### config.mk
export PLATFORM = sky130hd
export DESIGN_NAME = sum_tx_sched
export DESIGN_NICKNAME = d
export VERILOG_FILES = /design/src/rtl/sum_tx_pkg.sv /design/src/rtl/sum_acc.sv /design/src/rtl/sum_tx_sched.sv
export SDC_FILE = /design/constraint.sdc
export NUM_CORES = 1
export LEC_CHECK = 0
export CAP_MARGIN = 20
export CORE_MARGIN = 5
export CORE_UTILIZATION = 51
export DETAILED_ROUTE_END_ITERATION = 8
export GPL_ROUTABILITY_DRIVEN = 0
export GPL_TIMING_DRIVEN = 0
export PLACE_DENSITY = 0.89
export SLEW_MARGIN = 15
export SYNTH_ARGS = -nofsm -noshare
export SYNTH_HDL_FRONTEND = slang
export SYNTH_SLANG_ARGS = --single-unit
### constraint.sdc
create_clock -name clk -period 2.5 [get_ports clk]
set_clock_uncertainty 0.05 [all_clocks]
set_input_delay 0.5 -clock clk [delete_from_list [all_inputs] [get_ports clk]]
set_output_delay 0.5 -clock clk [all_outputs]
set_load 0.005 [all_outputs]
### src/rtl/sum_tx_pkg.sv
// Shared types and constants for the sum/latch UART frame scheduler.
// Build option: SUM_TX_CHECKSUM_EN selects the 4-byte frame with a trailing
// XOR checksum byte; leaving it undefined gives the 3-byte frame.
package sum_tx_pkg;

    typedef enum logic [2:0] {
        IDLE = 3'd0,
        HDR  = 3'd1,
        HI   = 3'd2,
        LO   = 3'd3,
        CHK  = 3'd4
    } state_e;

`ifdef SUM_TX_CHECKSUM_EN
    localparam int FRAME_LEN = 4;
`else
    localparam int FRAME_LEN = 3;
`endif

    localparam logic [7:0] DEFAULT_HDR = 8'hA5;

`ifdef SUM_TX_CHECKSUM_EN
    // Checksum byte closing the frame: XOR of the three preceding bytes.
    function automatic logic [7:0] frame_chk(input logic [7:0] h,
                                             input logic [7:0] hi,
                                             input logic [7:0] lo);
        return h ^ hi ^ lo;
    endfunction
`endif

endpackage

### src/rtl/sum_acc.sv
// Operand accumulator: wraps modulo 2^ACC_W, a carry-out sets a sticky
// overflow flag, and clear takes priority over a same-cycle add.
module sum_acc #(
    parameter int ACC_W = 16
) (
    input  logic             clk,
    input  logic             rst,
    input  logic             add_valid_i,
    input  logic [7:0]       add_data_i,
    input  logic             clr_i,
    output logic [ACC_W-1:0] acc_o,
    output logic             ovf_o
);

    logic [ACC_W-1:0] acc_q, acc_d;
    logic             ovf_q, ovf_d;
    logic [ACC_W:0]   sum_ext;

    assign sum_ext = {1'b0, acc_q} + {{(ACC_W - 7){1'b0}}, add_data_i};

    // Next accumulator value: clear first, then add with carry detection.
    always_comb begin
        acc_d = acc_q;
        ovf_d = ovf_q;
        if (clr_i) begin
            acc_d = '0;
            ovf_d = 1'b0;
        end else if (add_valid_i) begin
            acc_d = sum_ext[ACC_W-1:0];
            ovf_d = ovf_q | sum_ext[ACC_W];
        end
    end

    // Accumulator and sticky overflow registers.
    always_ff @(posedge clk) begin
        if (rst) begin
            acc_q <= '0;
            ovf_q <= 1'b0;
        end else begin
            acc_q <= acc_d;
            ovf_q <= ovf_d;
        end
    end

    assign acc_o = acc_q;
    assign ovf_o = ovf_q;

endmodule

### src/rtl/sum_tx_sched.sv
// Frame scheduler between the accumulator and a byte-wide UART transmitter.
// A latch request snapshots the accumulator and sends HDR, sum[15:8],
// sum[7:0] (and, with SUM_TX_CHECKSUM_EN defined, an XOR checksum byte)
// over a valid/ready handshake. Requests arriving mid-frame park in a
// one-deep pending slot; further ones are dropped and counted.
module sum_tx_sched
    import sum_tx_pkg::*;
#(
    parameter int         ACC_W    = 16,
    parameter logic [7:0] HDR_BYTE = DEFAULT_HDR
) (
    input  logic             clk,
    input  logic             rst,
    input  logic             add_valid,
    input  logic [7:0]       add_data,
    input  logic             clr,
    input  logic             latch_req,
    output logic [7:0]       tx_data,
    output logic             tx_valid,
    input  logic             tx_ready,
    output logic             busy,
    output logic [ACC_W-1:0] sum_latched,
    output logic             ovf,
    output logic [7:0]       drop_cnt
);

    state_e           state_q, state_d;
    logic             pend_q, pend_d;
    logic [7:0]       drop_q, drop_d;
    logic [ACC_W-1:0] sum_q, sum_d;
    logic [ACC_W-1:0] acc;
    logic [15:0]      sum16;
    logic             frame_end;
    logic             launch;
    logic [7:0]       tx_byte;

    sum_acc #(
        .ACC_W(ACC_W)
    ) u_acc (
        .clk        (clk),
        .rst        (rst),
        .add_valid_i(add_valid),
        .add_data_i (add_data),
        .clr_i      (clr),
        .acc_o      (acc),
        .ovf_o      (ovf)
    );

    // Snapshot zero-extended to the fixed 16-bit frame field.
    always_comb begin
        sum16            = '0;
        sum16[ACC_W-1:0] = sum_q;
    end

    // Byte presented for the current frame position; zero when idle.
    always_comb begin
        tx_byte = 8'h00;
        case (state_q)
            HDR:     tx_byte = HDR_BYTE;
            HI:      tx_byte = sum16[15:8];
            LO:      tx_byte = sum16[7:0];
`ifdef SUM_TX_CHECKSUM_EN
            CHK:     tx_byte = frame_chk(HDR_BYTE, sum16[15:8], sum16[7:0]);
`endif
            default: tx_byte = 8'h00;
        endcase
    end

`ifdef SUM_TX_CHECKSUM_EN
    assign frame_end = (state_q == CHK) && tx_ready;
`else
    assign frame_end = (state_q == LO) && tx_ready;
`endif

    // Frame sequencing, pending slot, drop counting and snapshot capture.
    always_comb begin
        state_d = state_q;
        pend_d  = pend_q;
        drop_d  = drop_q;
        sum_d   = sum_q;
        launch  = 1'b0;

        case (state_q)
            IDLE: begin
                // A request parked at the previous frame end launches here;
                // a fresh request in the same cycle takes over the slot.
                if (latch_req || pend_q) begin
                    launch = 1'b1;
                    pend_d = pend_q & latch_req;
                end
            end
            HDR:     if (tx_ready) state_d = HI;
            HI:      if (tx_ready) state_d = LO;
`ifdef SUM_TX_CHECKSUM_EN
            LO:      if (tx_ready) state_d = CHK;
            CHK:     state_d = state_q;
`else
            LO:      state_d = state_q;
`endif
            default: state_d = IDLE;
        endcase

        // Requests while a frame is running go to the slot or are dropped.
        if (state_q != IDLE && latch_req) begin
            if (pend_q) begin
                if (drop_q != 8'hFF) drop_d = drop_q + 8'd1;
            end else begin
                pend_d = 1'b1;
            end
        end

        // Last byte accepted: chain the parked request without a bubble.
        if (frame_end) begin
            if (pend_q) begin
                launch = 1'b1;
                pend_d = 1'b0;
            end else begin
                state_d = IDLE;
            end
        end

        if (launch) begin
            state_d = HDR;
            sum_d   = acc;
        end
    end

    // State, pending slot, drop counter and snapshot registers.
    always_ff @(posedge clk) begin
        if (rst) begin
            state_q <= IDLE;
            pend_q  <= 1'b0;
            drop_q  <= 8'h00;
            sum_q   <= '0;
        end else begin
            state_q <= state_d;
            pend_q  <= pend_d;
            drop_q  <= drop_d;
            sum_q   <= sum_d;
        end
    end

    assign tx_data     = tx_byte;
    assign tx_valid    = (state_q != IDLE);
    assign busy        = (state_q != IDLE) || pend_q;
    assign sum_latched = sum_q;
    assign drop_cnt    = drop_q;

endmodule
==> results of run 1 <==
-- power groups by stage --
stage	combinational, mW	clock (mW)	sequential, mW
CTS	0.191	0.501	0.743
global route	0.207	0.527	0.748
global placement	0.184	0	0.759
detailed placement	0.189	0	0.760
floorplan	0.124	0	0.755
finish	0.193	0.497	0.746
-- per-stage QoR --
step | power (mW) | area, µm²
6_report | 1.44 | 3010
5_1_grt | 1.48 | 3010
3_3_place_gp | 0.943 | 2890
3_5_place_dp | 0.949 | 2890
4_1_cts | 1.43 | 2990
2_1_floorplan | 0.879 | 2340
-- worst reg2reg max path: cells and delay by family (launching register included) --
family          cells  cell delay, ns
compound gates      2            0.33
fa+ha+maj           1            0.37
flops               1            0.35
simple gates        3            0.96
-- what timing repair did --
item                       in CTS  in global routing
pin swaps                       0                  1
setup endpoints to repair       6                 10
cloned                          0                  0
gates resized for setup         2                  6
-- cell usage after synthesis (all sizes together) (2+ instances only) --
library cell  count
nor2             52
dfxtp            45
mux2i            26
a21oi            15
nand2            13
o21ai            11
ha                9
nand4             9
xor2              9
clkbuf            8
nand3             6
a211oi            5
nor3b             5
xnor2             5
inv               4
a21o              3
a31oi             3
and3              3
a211o             2
a41oi             2
and4              2
buf               2
nor3              2
o31ai             2
or2               2
or3               2
or4               2
-- flip-flops by register name (all words and copies together) (netlist names) --
register and count:
pend_q 1, drop_cnt 8, u_acc.ovf_o 1, state_q 3, sum_latched 16, u_acc.acc_o 16
-- worst min path at each step --
stage                      endpoint            start  slack [ns]  cells after the start
CTS                  u_acc.acc_o[2]   u_acc.acc_o[2]        0.49                      2
global placement     u_acc.acc_o[2]   u_acc.acc_o[2]        0.46                      2
floorplan            u_acc.acc_o[2]   u_acc.acc_o[2]        0.43                      2
global route         u_acc.acc_o[2]   u_acc.acc_o[2]        0.52                      2
detailed placement  sum_latched[13]  sum_latched[13]        0.46                      2
finish               u_acc.acc_o[2]   u_acc.acc_o[2]        0.49                      2
-- kinds of logic (layout without fill, tap and decap cells) --
group | after synthesis | count (layout) | share of synthesized area
compound gates | 49 | 49 | 0.148
mux | 26 | 26 | 0.111
flops | 45 | 45 | 0.384
other cells | 1 | 1 | 0.00160
simple gates | 104 | 104 | 0.216
xor+xnor | 14 | 14 | 0.0523
buf+inv | 14 | 69 | 0.0299
fa+ha+maj | 10 | 10 | 0.0566
-- per-layer routing --
metal	global-route usage	share of wire	up-vias
met5	0	0	-
met4	0.0704	0.020	0
met3	0.0370	0.065	12
met2	0.327	0.50	73
met1	0.230	0.42	1022
li1	-	-	1053
-- cell type report --
type / instances / area (µm²) / share of cell area
Buffer: 9 / 55.1 / 0.0183
Clock buffer: 7 / 96.3 / 0.0320
Clock inverter: 1 / 5.00 / 0.00166
Inverter: 4 / 15.0 / 0.00499
Multi-Input combinational cell: 204 / 1390 / 0.462
Sequential cell: 45 / 902 / 0.300
Tap cell: 52 / 65.1 / 0.0216
Timing Repair Buffer: 48 / 480 / 0.160
==> summary.txt, run 1 <==
Timing
  – Final hold vios: 0
  – Setup ws final: 0.0986 ns
  – Slew Viols, Final: 0
  – RSZ-0062 raised after global routing: no
  – Final setup fails: 0
  – Final hold slack: 0.488 ns
  – Tmin final: 2.40 ns
  – Max Fclk: 416 MHz
  – Final period util: 0.961
  – Sum Neg Setup Slack: 0 ns

Placement
  – Placed Cells: 363
  – Post-DP HPWL: 4.38 mm
  – IO buf count: 48
  – DP Worst Slack: -0.226 ns

Status
  – Outcome: finished, final reports clean

Detailed routing
  – First-pass DRT Iterations: 4
  – DR vias/cell: 5.84
  – DRT iter0 DRCs: 109
  – Remaining DRCs: 0
  – Final wirelength: 5.86 mm
  – Wire length per cell: 15.8 µm
  – Routed Antenna Nets: 0
  – Vias: 2160

Synth
  – Netlist cell types: 50
  – Post-synth EDFFs: 0
  – Syn nets: 287
  – #FFs+latches synth: 45
  – Top-area cell type share of the netlist area: 0.384
  – Mean post-synth cell area: 8.91 µm²
  – Top FF cell, synth: dfxtp_1
  – Ys async rst share: 0
  – Top post-synthesis cells by area: dfxtp_1 38%, mux2i_1 11%, nor2_1 8.3%, ha_1 4.8%, xor2_1 3.4%
  – Synthesized cell area: 2340 µm²
  – Area leader, netlist: dfxtp_1
  – Synthesized instance count: 263
  – Yosys warns: 0
  – Register area share after synthesis: 0.384

Finish
  – Ant. Diodes: 0
  – Post-route insts no fill: 370
  – Final net count: 341
  – Area growth, synth to finish: 28.4%
  – Most common cell after layout, fill and taps aside: nor2_1
  – Most frequent cells in the layout: 51 x nor2_1, 48 x clkdlybuf4s50_1, 44 x dfxtp_1, 26 x mux2i_1, 14 x a21oi_1
  – Layout cells sized above 1: 0.0755
  – Final Core Density: 0.681
  – Fillers: 362

Worst setup path
  – Arrival time worst endpoint: 1.85 ns
  – Required @ worst endpoint: 1.95 ns
  – Worst setup SP type: register
  – Worst-path cell chain: clkbuf_4 -> o21ai_0 -> a21oi_1 -> clkdlybuf4s50_1
  – Max Fanout on Critical Path: 10
  – Crit end category: primary output
  – Crit path to: tx_data[5]
  – CP bufs+invs: 2
  – Stages on the worst setup path: 4
  – Family with the most delay on the worst path: buffers and inverters
  – Worst r2r path cells: 6
  – Reg2reg setup slack: 0.38 ns
  – Max stage delay cell, worst path: clkdlybuf4s50_1
  – Max incr delay on CP: 0.53 ns
  – CP startpoint: state_q[0]
  – R2R Path Start: u_acc.acc_o[4]
  – Kind of critical path: register to primary output
  – Worst r2r dst: u_acc.acc_o[14]

Global route
  – Grt ovf: 0
  – Vias in the first global route: 2024
  – First-pass GRT wire length: 9.42 mm
  – Global-route usage over all layers: 0.189
  – Initial antenna violation count: 0
  – Largest net degree at the start of global routing: 14

Pwr
  – P_sw: 0.365 mW
  – Leakage: 1.11 nW
  – Clock share of power: 0.346
  – Gate power share: 0.134
  – Net Sw Frac: 0.254
  – Peak supply drop: 0.000273 V
  – Pint: 1.07 mW
  – Pwr Density: 477 nW/µm²
  – Sequential Power Share: 0.519

Clock network
  – CTS sink cnt: 45
  – Clock transition at path regs: 0.09 ns
  – Post-CTS Setup Bufs: 0
  – CTS Hold Bufs: 0
  – Clk Tree Root Cell: clkbuf_8
  – Clock buffer depth: 2
  – CTS tree: built
  – Worst skew pair latency: 0.31 ns
  – Total CTS buffers: 5
  – H-tree depth: 2

Floorplanning
  – Ports: 49
  – CORE AREA: 4410 µm²
  – Die W: 77.8 µm
  – Total die area: 6050 µm²
  – Row Count: 24
  – Die H: 77.8 µm
  – Initial Utilization: 0.531

Min path
  – Hold Path Class: register to register

Run
  – Maxcap violations: 0
No activity file was read; power rests on OpenSTA's default activity.
==> inputs of run 2 (changes only) <==
Settings changed: ABC_CLOCK_PERIOD_IN_PS set to 2500.
==> results of run 2 <==
No change in the layout: final DEF, timing and power equal those of run 1.
==> inputs of run 3 (changes only) <==
Settings changed: ABC_CLOCK_PERIOD_IN_PS 2500 to 2200, CORE_UTILIZATION 51 to 46, PLACE_DENSITY 0.89 to 0.85.
Clock period 2.5 ns to 2.2 ns, I/O delays scaled along.
==> run 3 against run 2 <==
The run now ends with setup timing left. Die area increased by 9.4%. Sequential power up 14%. Combinational power rose by 30%. Clock power up 47%. Global-route usage is 0.59 points higher. Critical path depth rose by 5. First-iteration DRC count is 61% higher. Critical endpoint is now u_acc.acc_o[12]. Largest cell class unchanged.
==> summary.txt, run 3 (same netlist as run 1, synthesis figures left out) <==
Pwr
  – Leakage: 1.18 nW (+6.6%)
  – Net Sw Frac: 0.237 (-0.0176)
  – Pint: 1.40 mW (+31%)
  – P_sw: 0.434 mW (+19%)
  – Clock share of power: 0.400 (+0.054)
  – Pwr Total: 1.83 mW (+28%)
  – Peak supply drop: 0.000355 V (+30%)
  – Pwr Density: 573 nW/µm² (+20%)
  – Gate power share: 0.137 (+0.003)
  – Sequential Power Share: 0.463 (-0.056)

Floorplanning
  – Ports: 49 (unchanged)
  – Total die area: 6620 µm² (+9.4%)
  – Row Count: 26 (+8.3%)
  – Die H: 81.4 µm (+4.6%)
  – CORE AREA: 5040 µm² (+14%)
  – Die W: 81.4 µm (+4.6%)
  – Initial Utilization: 0.465 (-0.0661)

Global route
  – Vias in the first global route: 2182 (+7.8%)
  – Initial antenna violation count: 0 (unchanged)
  – First-pass GRT wire length: 10.1 mm (+7.5%)
  – Global-route usage over all layers: 0.195 (+0.00589)
  – Grt ovf: 0 (unchanged)
  – Largest net degree at the start of global routing: 15 (+1)

Detailed routing
  – Remaining DRCs: 0 (unchanged)
  – DR vias/cell: 5.76 (-1.4%)
  – First-pass DRT Iterations: 4 (unchanged)
  – Vias: 2262 (+4.7%)
  – Wire length per cell: 16.4 µm (+3.4%)
  – Routed Antenna Nets: 0 (unchanged)
  – Final wirelength: 6.43 mm (+9.9%)
  – DRT iter0 DRCs: 175 (+61%)

Worst setup path
  – Worst setup SP type: input port
  – Max Fanout on Critical Path: 4 (-6)
  – Crit end category: register
  – Arrival time worst endpoint: 2.32 ns (+0.47 ns)
  – Kind of critical path: input port to register
  – Required @ worst endpoint: 2.32 ns (+0.37 ns)

Clock network
  – Worst skew pair latency: 0.30 ns (about the same)
  – CTS sink cnt: 45 (unchanged)
  – CTS Hold Bufs: 0 (unchanged)
  – Clk Tree Root Cell: clkbuf_8
  – Clock buffer depth: 2 (unchanged)
  – Clock transition at path regs: 0.08 ns (about the same)
  – CTS tree: built
  – Total CTS buffers: 5 (unchanged)
  – H-tree depth: 2 (unchanged)

Timing
  – Setup ws final: -0.00195 ns (-0.101 ns)
  – Slew Viols, Final: 0 (unchanged)
  – Tmin final: 2.20 ns
  – RSZ-0062 raised after global routing: yes
  – Slew at the pin closest to its max-slew limit: 0.537 ns
  – Slew headroom: 0.642
  – Final hold slack: 0.493 ns (+0.00413 ns)
  – Final hold vios: 0 (unchanged)
  – Max Fclk: 454 MHz
  – Final period util: 1.00
  – Final setup fails: 1 (+1)

Status
  – Failing checks: setup timing
  – Outcome: finished, violations left

Finish
  – Most frequent cells in the layout: 51 x nor2_1, 42 x dfxtp_1, 42 x clkdlybuf4s50_1, 26 x mux2i_1
  – Final net count: 346 (+1.5%)
  – Fillers: 409 (+13%)
  – Ant. Diodes: 0 (unchanged)
  – Layout cells sized above 1: 0.133 (+0.0577)
  – Area growth, synth to finish: 36.5%
  – Fin area: 3200 µm² (+6.4%)
  – Most common cell after layout, fill and taps aside: nor2_1

Run
  – Maxcap violations: 0 (unchanged)

Placement
  – Post-DP HPWL: 4.26 mm (-2.7%)
  – DP Area: 2910 µm² (+0.78%)
  – IO buf count: 48 (unchanged)

Min path
  – Hold Path Class: register to register
[run 3: changes by cell type in the layout (fill, tap and decap cells not counted), moves of 2 or more]
cell / previous run / this run
dlygate4sd2_1: 0 / 6
a21oi_1: 14 / 12
o21ai_2: 0 / 2
ha_2: 0 / 2
bufinv_16: 0 / 2
dfxtp_1: 44 / 42
clkdlybuf4s50_1: 48 / 42
ha_4: 0 / 3
o21ai_0: 10 / 8
a21oi_2: 0 / 2
ha_1: 9 / 4
buf_4: 0 / 5
[run 3: timing repair]
| item | CTS | global route |
|---|---|---|
| hold endpoints to repair | 0 | 0 |
| buffers inserted | 4 | 1 |
| resized for setup | 22 | 14 |
| pin swaps | 6 | 2 |
| setup endpoints to repair | 18 | 8 |
[run 3: final timing paths]
check / depth (start not counted) / to / slack (ns) / startpoint
max: 9 / u_acc.acc_o[12] / -0.002 / add_data[0]
min: 2 / sum_latched[12] / 0.49 / sum_latched[12]
max reg2reg: 8 / u_acc.acc_o[12] / 0.05 / u_acc.acc_o[0]
min reg2reg: 2 / sum_latched[12] / 0.49 / sum_latched[12]
[run 3: layout make-up]
class | instances | area, µm² | area share
plain buffers | 9 | 61.3 | 0.0192
clock buffers | 5 | 68.8 | 0.0215
clock inverters | 3 | 65.1 | 0.0203
inverters | 4 | 15.0 | 0.00469
multi-input cells | 204 | 1480 | 0.464
flip-flops and latches | 45 | 907 | 0.284
well taps | 70 | 87.6 | 0.0274
repair buffers | 53 | 510 | 0.160
[run 3: through the flow]
stage / std cells / setup TNS, ns / setup WS, ns / util
2_1_floorplan: 263 / 0 / 0.199 / -
3_3_place_gp: 381 / -4.36 / -0.413 / 0.577
3_5_place_dp: 381 / -4.76 / -0.450 / 0.577
4_1_cts: 392 / 0 / 0.00132 / 0.620
5_1_grt: 393 / -0.0895 / -0.0307 / 0.634
6_report: 393 / -0.00195 / -0.00195 / 0.634
[run 3: power by group through the flow]
stage          registers, mW  clock network, mW  logic, mW
2_1_floorplan          0.858                  0      0.141
3_3_place_gp           0.863                  0      0.211
3_5_place_dp           0.863                  0      0.215
4_1_cts                0.847              0.742      0.227
5_1_grt                0.852              0.778      0.271
6_report               0.849              0.733      0.251
[run 3: worst max-delay path, stage by stage]
cell           delay, ns
dlygate4sd2_1       0.24
ha_2                0.20
fa_2                0.42
a211oi_4            0.29
nor3b_4             0.08
buf_4               0.16
o21ai_1             0.25
xor2_1              0.19
nor2_1              0.05
[run 3: routing by layer]
| metal | GRT usage | wire length [µm] |
|---|---|---|
| met1 | 0.239 | 2600 |
| met2 | 0.330 | 3200 |
| met3 | 0.0399 | 424 |
| met4 | 0.0811 | 216 |
| met5 | 0 | 0 |
